**src/rtl/usb_tx_pkg.sv**
```systemverilog
// rtl/usb_tx_pkg.sv - shared types and sizes for the USB TX datapath
package usb_tx_pkg;
  localparam int TX_BUF_DEPTH = 64;
  localparam int TX_OCC_W     = 7;

  typedef logic [7:0] byte_t;
endpackage

```
**src/rtl/tx_data_buffer_if.sv**
```systemverilog
// rtl/tx_data_buffer_if.sv - slave/encoder-facing signals of the TX byte buffer
// buffer_err exists only when TX_DATA_BUFFER_ERR_EN is defined.
interface tx_data_buffer_if;
  logic                       store_tx_data;
  usb_tx_pkg::byte_t          tx_data;
  logic                       clear;
  logic                       get_tx_packet_data;
  usb_tx_pkg::byte_t          tx_packet_data;
  logic [usb_tx_pkg::TX_OCC_W-1:0] buffer_occupancy;
  logic                       buffer_full;
  logic                       buffer_empty;
`ifdef TX_DATA_BUFFER_ERR_EN
  logic                       buffer_err;

  modport master (
    output store_tx_data, tx_data, clear, get_tx_packet_data,
    input  tx_packet_data, buffer_occupancy, buffer_full, buffer_empty, buffer_err
  );
  modport slave (
    input  store_tx_data, tx_data, clear, get_tx_packet_data,
    output tx_packet_data, buffer_occupancy, buffer_full, buffer_empty, buffer_err
  );
`else
  modport master (
    output store_tx_data, tx_data, clear, get_tx_packet_data,
    input  tx_packet_data, buffer_occupancy, buffer_full, buffer_empty
  );
  modport slave (
    input  store_tx_data, tx_data, clear, get_tx_packet_data,
    output tx_packet_data, buffer_occupancy, buffer_full, buffer_empty
  );
`endif
endinterface

```
**src/rtl/fifo_regfile.sv**
```systemverilog
// rtl/fifo_regfile.sv - DEPTH x 8 register array, one write port, one async read port
module fifo_regfile
  import usb_tx_pkg::*;
#(
  parameter int DEPTH = TX_BUF_DEPTH,
  parameter int AW    = $clog2(DEPTH)
) (
  input  logic          clk,
  input  logic          we,
  input  logic [AW-1:0] waddr,
  input  byte_t         wdata,
  input  logic [AW-1:0] raddr,
  output byte_t         rdata
);
  // No reset on the array: contents are don't-care until written.
  byte_t mem [DEPTH];

  always_ff @(posedge clk) begin
    if (we) begin
      mem[waddr] <= wdata;
    end
  end

  assign rdata = mem[raddr];
endmodule

```
**src/rtl/tx_data_buffer.sv**
```systemverilog
// rtl/tx_data_buffer.sv - byte FIFO between AHB slave and USB TX encoder
// Optional sticky overflow/underflow flag under TX_DATA_BUFFER_ERR_EN.
module tx_data_buffer
  import usb_tx_pkg::*;
#(
  parameter int DEPTH = TX_BUF_DEPTH
) (
  input  logic            clk,
  input  logic            rst,
  tx_data_buffer_if.slave bus
);
  localparam int AW = $clog2(DEPTH);
  localparam logic [TX_OCC_W-1:0] FULL_CNT = TX_OCC_W'(DEPTH);

  logic [AW-1:0]       wptr;
  logic [AW-1:0]       rptr;
  logic [TX_OCC_W-1:0] count;
  byte_t               out_q;
  byte_t               rdata;
  logic                pop_ok;
  logic                push_ok;
  logic                we;

  // A pop frees a slot in the same cycle, so a full buffer still takes a push.
  always_comb begin
    pop_ok  = bus.get_tx_packet_data && (count != '0);
    push_ok = bus.store_tx_data && ((count != FULL_CNT) || pop_ok);
    we      = push_ok && !bus.clear && !rst;
  end

  fifo_regfile #(
    .DEPTH (DEPTH),
    .AW    (AW)
  ) u_regfile (
    .clk   (clk),
    .we    (we),
    .waddr (wptr),
    .wdata (bus.tx_data),
    .raddr (rptr),
    .rdata (rdata)
  );

  always_ff @(posedge clk) begin
    if (rst) begin
      wptr  <= '0;
      rptr  <= '0;
      count <= '0;
      out_q <= '0;
    end else if (bus.clear) begin
      wptr  <= '0;
      rptr  <= '0;
      count <= '0;
    end else begin
      if (push_ok) begin
        wptr <= wptr + AW'(1);
      end
      if (pop_ok) begin
        rptr  <= rptr + AW'(1);
        out_q <= rdata;
      end
      if (push_ok && !pop_ok) begin
        count <= count + TX_OCC_W'(1);
      end else if (pop_ok && !push_ok) begin
        count <= count - TX_OCC_W'(1);
      end
    end
  end

`ifdef TX_DATA_BUFFER_ERR_EN
  logic err_q;

  always_ff @(posedge clk) begin
    if (rst || bus.clear) begin
      err_q <= 1'b0;
    end else if ((bus.store_tx_data && !push_ok) ||
                 (bus.get_tx_packet_data && !pop_ok)) begin
      err_q <= 1'b1;
    end
  end

  assign bus.buffer_err = err_q;
`endif

  assign bus.tx_packet_data   = out_q;
  assign bus.buffer_occupancy = count;
  assign bus.buffer_full      = (count == FULL_CNT);
  assign bus.buffer_empty     = (count == '0);
endmodule

```
**src/flat_wrapper.sv**
```systemverilog
// flat-port wrapper written by rule: the top's interface ports become plain ports
module tx_data_buffer_flat import usb_tx_pkg::*;
#(
  parameter int DEPTH = TX_BUF_DEPTH
)
  (clk, rst, bus_store_tx_data, bus_tx_data, bus_clear, bus_get_tx_packet_data, bus_tx_packet_data, bus_buffer_occupancy, bus_buffer_full, bus_buffer_empty);
  tx_data_buffer_if bus_i ();
  input  logic clk;
  input  logic rst;
  input wire logic [$bits(bus_i.store_tx_data)-1:0] bus_store_tx_data;
  input wire logic [$bits(bus_i.tx_data)-1:0] bus_tx_data;
  input wire logic [$bits(bus_i.clear)-1:0] bus_clear;
  input wire logic [$bits(bus_i.get_tx_packet_data)-1:0] bus_get_tx_packet_data;
  output wire logic [$bits(bus_i.tx_packet_data)-1:0] bus_tx_packet_data;
  output wire logic [$bits(bus_i.buffer_occupancy)-1:0] bus_buffer_occupancy;
  output wire logic [$bits(bus_i.buffer_full)-1:0] bus_buffer_full;
  output wire logic [$bits(bus_i.buffer_empty)-1:0] bus_buffer_empty;
  assign bus_i.store_tx_data = bus_store_tx_data;
  assign bus_i.tx_data = bus_tx_data;
  assign bus_i.clear = bus_clear;
  assign bus_i.get_tx_packet_data = bus_get_tx_packet_data;
  assign bus_tx_packet_data = bus_i.tx_packet_data;
  assign bus_buffer_occupancy = bus_i.buffer_occupancy;
  assign bus_buffer_full = bus_i.buffer_full;
  assign bus_buffer_empty = bus_i.buffer_empty;
  tx_data_buffer #(.DEPTH(DEPTH)) u_core (.clk(clk), .rst(rst), .bus(bus_i));
endmodule
```
**config.mk**
```make
export PLATFORM = sky130hd
export DESIGN_NAME = tx_data_buffer_flat
export DESIGN_NICKNAME = d
export VERILOG_FILES = /design/src/rtl/usb_tx_pkg.sv /design/src/rtl/tx_data_buffer_if.sv /design/src/rtl/fifo_regfile.sv /design/src/rtl/tx_data_buffer.sv /design/src/flat_wrapper.sv
export SDC_FILE = /design/constraint.sdc
export NUM_CORES = 1
export LEC_CHECK = 0
export CAP_MARGIN = 40
export CORE_AREA = 4 4 281 228
export CTS_BUF_LIST = sky130_fd_sc_hd__clkbuf_4 sky130_fd_sc_hd__clkbuf_8 sky130_fd_sc_hd__clkbuf_16
export CTS_CLUSTER_DIAMETER = 60
export DETAILED_ROUTE_END_ITERATION = 8
export DIE_AREA = 0 0 285 232
export DONT_BUFFER_PORTS = 1
export MAX_ROUTING_LAYER = met4
export PLACE_DENSITY = 0.51
export SETUP_SLACK_MARGIN = 0.05
export SYNTH_ARGS = -nofsm -noshare
export SYNTH_HDL_FRONTEND = slang
export SYNTH_SLANG_ARGS = --single-unit
```
**constraint.sdc**
```tcl
create_clock -name clk -period 4 [get_ports clk]
set_input_delay 0.2 -clock clk [delete_from_list [all_inputs] [get_ports clk]]
set_output_delay 0.2 -clock clk [all_outputs]
set_load 0.02 [all_outputs]
```
# After elaboration in Yosys (flattened, before gate mapping)
# Memory sizes are Yosys's and may differ from the RTL's. A register that Yosys moved wholly into a read port is not among the register bits.
# Cells that the tools add are included.
# word_totals
register_bits	19
ramBits	512
in_bits	13
n_memories	1
# classes
add_sub_neg	4
eq_ne	2
mux	4
bitwise	1
n_reduce_logical	16
# memory_table
name	depth	width	rd	rd_clocked_by_memory_dff	write_ports	line_no	source
u_core.u_regfile.mem	64	8	1	1	1	fifo_regfile.sv:16	byte_t mem [DEPTH];
# ops
op	n
$mux 7	2
$add 6x1->6 const B	2
$add 7x1->7 const B	1
$eq 7x7->1 const B	1
$logic_not 7->1	1
$ne 7x7->1 const B	1
$reduce_bool 7->1	1
$sub 7x1->7 const B	1
$logic_and 1x1->1	6
$logic_not 1->1	4
$mux 1	2
$reduce_and 2->1	1
$reduce_bool 2->1	1
$reduce_or 2->1	1
$logic_or 1x1->1	1
$not 1->1	1

# Longest topological paths before layout
# depth
depth_word	8
mapped_depth	12

# Hierarchy
# Synthesis repeated with hierarchy kept, for this count alone.
# hier_totals
hier_cells	1086
area_unflattened_um2	21430.6
# modules_own_cells
mod	instances	cells_per_inst	area_each_um2
fifo_regfile	1	932	20006.7
tx_data_buffer	1	154	1423.9

# Worst setup path after synthesis
# Ideal clock, no wire load.
# synth_timing
path_kind	reg2reg
startpoint	register u_core.count[2] (netlist: u_core.bus.buffer_occupancy[2])
endpoint	register u_core.count[6] (netlist: u_core.bus.buffer_occupancy[6])
arrival_time_ns	2.871
required_ns	3.877
slack_ns	1.005
stages_incl_launch_ff	12
path_buffers	1
path_cell_list	dfxtp_1 -> or4_1 -> o41a_1 -> buf_2 -> ha_1 -> inv_1 -> ha_1 -> a21o_1 -> a21oi_1 -> o21a_1 -> o211ai_1 -> mux2i_1
# synth_via
elab_chain_len	7
word_cells_on_any_way	14
# synth_lines
element	line_no	source
from (decl)	tx_data_buffer.sv:17	logic [TX_OCC_W-1:0] count;
from (signal assigned)	tx_data_buffer.sv:62	count <= count + TX_OCC_W'(1);
from (signal assigned)	tx_data_buffer.sv:64	count <= count - TX_OCC_W'(1);
branches (longest 7 deep; another with $sub 7x1->7)	-	
# Several ways; the timed one is not identified. The select of a mux whose other input is x is not followed.
# A chain may end at the register's enable or synchronous reset.

# Worst setup path after layout
# Ends and elaborated chain as after synthesis.

==> metrics.csv <==
stage,metric,value,unit
status,status,"complete, no violations",
setup_path,worstSetupPathType,register to register,
setup_path,ff2ff_path_depth,10,
timing,worst_hold_slack,0.0366,ns
route,wl,52300,um
clock_tree,clk-insertion-delay-late,0.60,ns
power_and_ir_drop,internal_power,0.0100,W
clock_tree,cts_tree,built,
setup_path,r2r-end,u_core.bus.buffer_occupancy[6],
die,start_util,35.0,%
clock_tree,cts_buffer_depth,3,
route,wire_per_inst,25.6,um
timing,finClkSkew,0.0286,ns
clock_tree,cts_root_buf,clkbuf_16,
setup_path,r2r_start,u_core.bus.buffer_occupancy[2],
clock_tree,ctsResizeCount,0,
route,ant_nets,0,
timing,finalSetupViolations,0,
timing,period_share,86.0,%
placed_design,dp_cells,1926,
setup_path,startpoint_type,register,
power_and_ir_drop,ir_drop,0.000304,V
clock_tree,h-tree-depth,2,
timing,fmax,291,MHz
die,dieArea,66100,um2
grt,grt_max_degree,65,
cells_and_area,instances_no_fill,2046,
timing,setup_ws,0.560,ns
power_and_ir_drop,switchingPower,0.00325,W
timing,rsz0062_at_grt,false,
power_and_ir_drop,power_frac_seq,48.4,%
placed_design,gp_congestion,0.788,
synthesis,ys_types,62,
cells_and_area,drive_gt1_share,23.4,%
route,drt_iter0_markers,1106,
grt,grt_pass1_vias,10600,
clock_tree,post_cts_buffers,0,
timing,slew_viol_final,0,
setup_path,crit_end,u_core.bus.buffer_occupancy[6],
route,via_per_inst,5.17,
placed_design,dpl.hpwl,31700,um
power_and_ir_drop,power_leakage,7.47,nW
setup_path,r2r_setup_slack,0.56,ns
cells_and_area,diodes,0,
setup_path,crit_family,compound AO/OA/AOI/OAI gates,
setup_path,cp_slowest_stage_delay,0.64,ns
setup_path,end_kind,register,
setup_path,crit_chain,or4_1 -> o41a_1 -> ha_1 -> inv_1 -> ha_1 -> a21o_1 -> a21oi_1 -> o211ai_1 -> o211ai_1 -> mux2i_1,
clock_tree,cts_made_buffers,55,
cells_and_area,area.growth.synth_to_final,15.7,%
synthesis,syn_avg_cell_area,19.3,um2
timing,max_slew_margin,40.2,%
die,row_count,81,
power_and_ir_drop,clkPwrFrac,38.4,%
setup_path,cp_num_buf_inv,1,
clock_tree,clk_pin_slew,0.06,ns
cells_and_area,fin_util,40.5,%
setup_path,slowest_stage,or4_1,
cells_and_area,final_nets,1194,
clock_tree,clock_sinks,539,
grt,grt_pass1_wl,76800,um
die,io-pin-count,30,
grt,busiest_layer,met1,
placed_design,portBuffers,0,
synthesis,synthesis.area,21300,um2
setup_path,cp_data_required_time,4.53,ns
synthesis,ys_warn_count,0,
synthesis,synth_seq_cells,539,
timing,setup-tns-final,0,ns
die,fp.dieW,285,um
setup_path,critPathArrivalTime,3.97,ns
synthesis,synthArstFlopShare,0,%
grt,grtUsageMet2,23.1,%
synthesis,synth_edf_count,512,
die,die_y,232,um
timing,worstMarginPinSlew,0.893,ns
die,coreArea,60900,um2
power_and_ir_drop,swShare,24.5,%
synthesis,synth_ff_type,edfxtp_1,
hold_path,min_path_type,input port to register,
route,route.detailed.drc,0,
synthesis,netlist_instances,1101,
synthesis,ys_seq_area_share,74.7,%
route,vias,10600,
setup_path,critPathLaunch,u_core.bus.buffer_occupancy[2],
grt,grt_util_met1,24.3,%
route,drt-pass1-iter-count,5,
run,maxCapViolations,0,
synthesis,synthesis.nets,1123,
timing,hold_viol_final,0,
setup_path,cp.depth,10,
timing,finalCriticalPeriod,3.44,ns
placed_design,dp_slack,0.626,ns
power_and_ir_drop,pwr-share-comb,13.2,%
grt,grt.total_usage,16.3,%
grt,grt_overflow,0,
power_and_ir_drop,powerDensity,537,nW/um2
grt,grt_use_met3,3.37,%
setup_path,worstPathMaxFanout,9,
grt,antenna_found_initial,1,
-- metal layers --
layer | wire (um) | part of all wire [%]
met4 | 752 | 1.4
met2 | 22700 | 43
met5 | 0 | 0
met1 | 25400 | 48
met3 | 3470 | 6.6
-- worst min-delay path, cell delays in order --
cell and delay [ns]:
o31a_1 0.19, xnor2_1 0.18, nor2_1 0.04
-- layout make-up --
cell class                 count  area, um2
fill                        5439      36300
sequential                   539      15900
multi-input combinational    494       5020
clock buffer                  75       1590
tap                          830       1040
timing repair buffer          74        822
clock inverter                26        214
inverter                       8       30.0
-- state kept, by name, indices dropped and copies added (netlist names) --
signal                       flops
u_core.wptr                      6
u_core.bus.buffer_occupancy      7
u_core.rptr                      6
u_core.u_regfile.mem           512
u_core.bus.tx_packet_data        8
-- metrics by stage --
step	instance area, um2	power, W
floorplan	21300	0.00775
global placement	22500	0.00815
detailed placement	22500	0.00815
CTS	24600	0.0134
global route	24600	0.0138
finish	24600	0.0132
-- power by group through the flow --
stage                     Sequential [W]  Clock [W]  Combinational [W]
final                            0.00641    0.00509            0.00174
after global routing             0.00642    0.00546            0.00188
after CTS                        0.00641    0.00522            0.00177
after detailed placement         0.00653          0            0.00162
after global placement           0.00653          0            0.00162
after floorplan                  0.00645          0            0.00130
-- cell usage after synthesis, types with 4 or more instances --
master	number	share of area [%]
a211oi_1	9	0.32
a21oi_1	12	0.28
a221oi_1	7	0.29
a22oi_1	14	0.49
a31o_1	5	0.21
a32o_1	7	0.33
and3_1	4	0.12
buf_2	16	0.38
buf_4	9	0.32
buf_6	7	0.37
clkbuf_1	25	0.44
dfxtp_1	27	2.5
edfxtp_1	512	72
ha_1	8	0.47
inv_1	8	0.14
mux2_2	15	0.79
mux2i_1	82	3.9
mux4_2	95	10
nand2_1	25	0.44
nand3_1	10	0.24
nand3b_1	5	0.18
nand4_1	5	0.15
nor2_1	91	1.6
nor2b_1	4	0.12
o2111ai_1	6	0.25
o211ai_1	4	0.14
o21ai_0	9	0.21
o221ai_1	8	0.33
o22a_1	7	0.29
o22ai_1	7	0.21
xnor2_1	7	0.29
xor2_1	6	0.25
-- how the worst min path moves through the flow --
stage | slack, ns | to | depth (start not counted) | start
3_5_place_dp | 0.31 | u_core.u_regfile.mem[61][1] | 0 | bus_tx_data[1]
3_3_place_gp | 0.31 | u_core.u_regfile.mem[61][3] | 0 | bus_tx_data[3]
5_1_grt | 0.06 | u_core.rptr[0] | 3 | bus_get_tx_packet_data
4_1_cts | 0.002 | u_core.rptr[0] | 3 | bus_get_tx_packet_data
6_report | 0.04 | u_core.rptr[0] | 3 | bus_get_tx_packet_data
2_1_floorplan | 0.30 | u_core.u_regfile.mem[0][0] | 0 | bus_tx_data[0]
-- logic make-up (layout without fill, tap and decap cells) --
group,count (synthesis),count (layout),synth area share [%]
AOI/OAI and AO/OA,115,115,4.18
xor gates and xnor gates,13,13,0.535
adders and majority gates,9,9,0.564
buffers and inverters,68,183,1.70
DFF,539,539,74.7
muxes,194,194,14.8
and+or+nand+nor,163,163,3.47
-- cells in the final DEF, fill, tap and decap left out, types with 11 or more instances in the layout --
master and count:
nor2_1 91, mux4_2 95, edfxtp_1 512, buf_4 48
nand2_1 25, clkbuf_16 57, clkbuf_4 14, a21oi_1 12
mux2i_1 82, a22oi_1 14, dfxtp_1 24, mux2_2 15
dlygate4sd3_1 11
-- what timing repair did --
action | CTS | global route
endpoints found under the setup margin | 0 | 0
hold endpoints to repair | 523 | 0
hold buffers | 19 | 0
(Power assumes the default switching activity.)
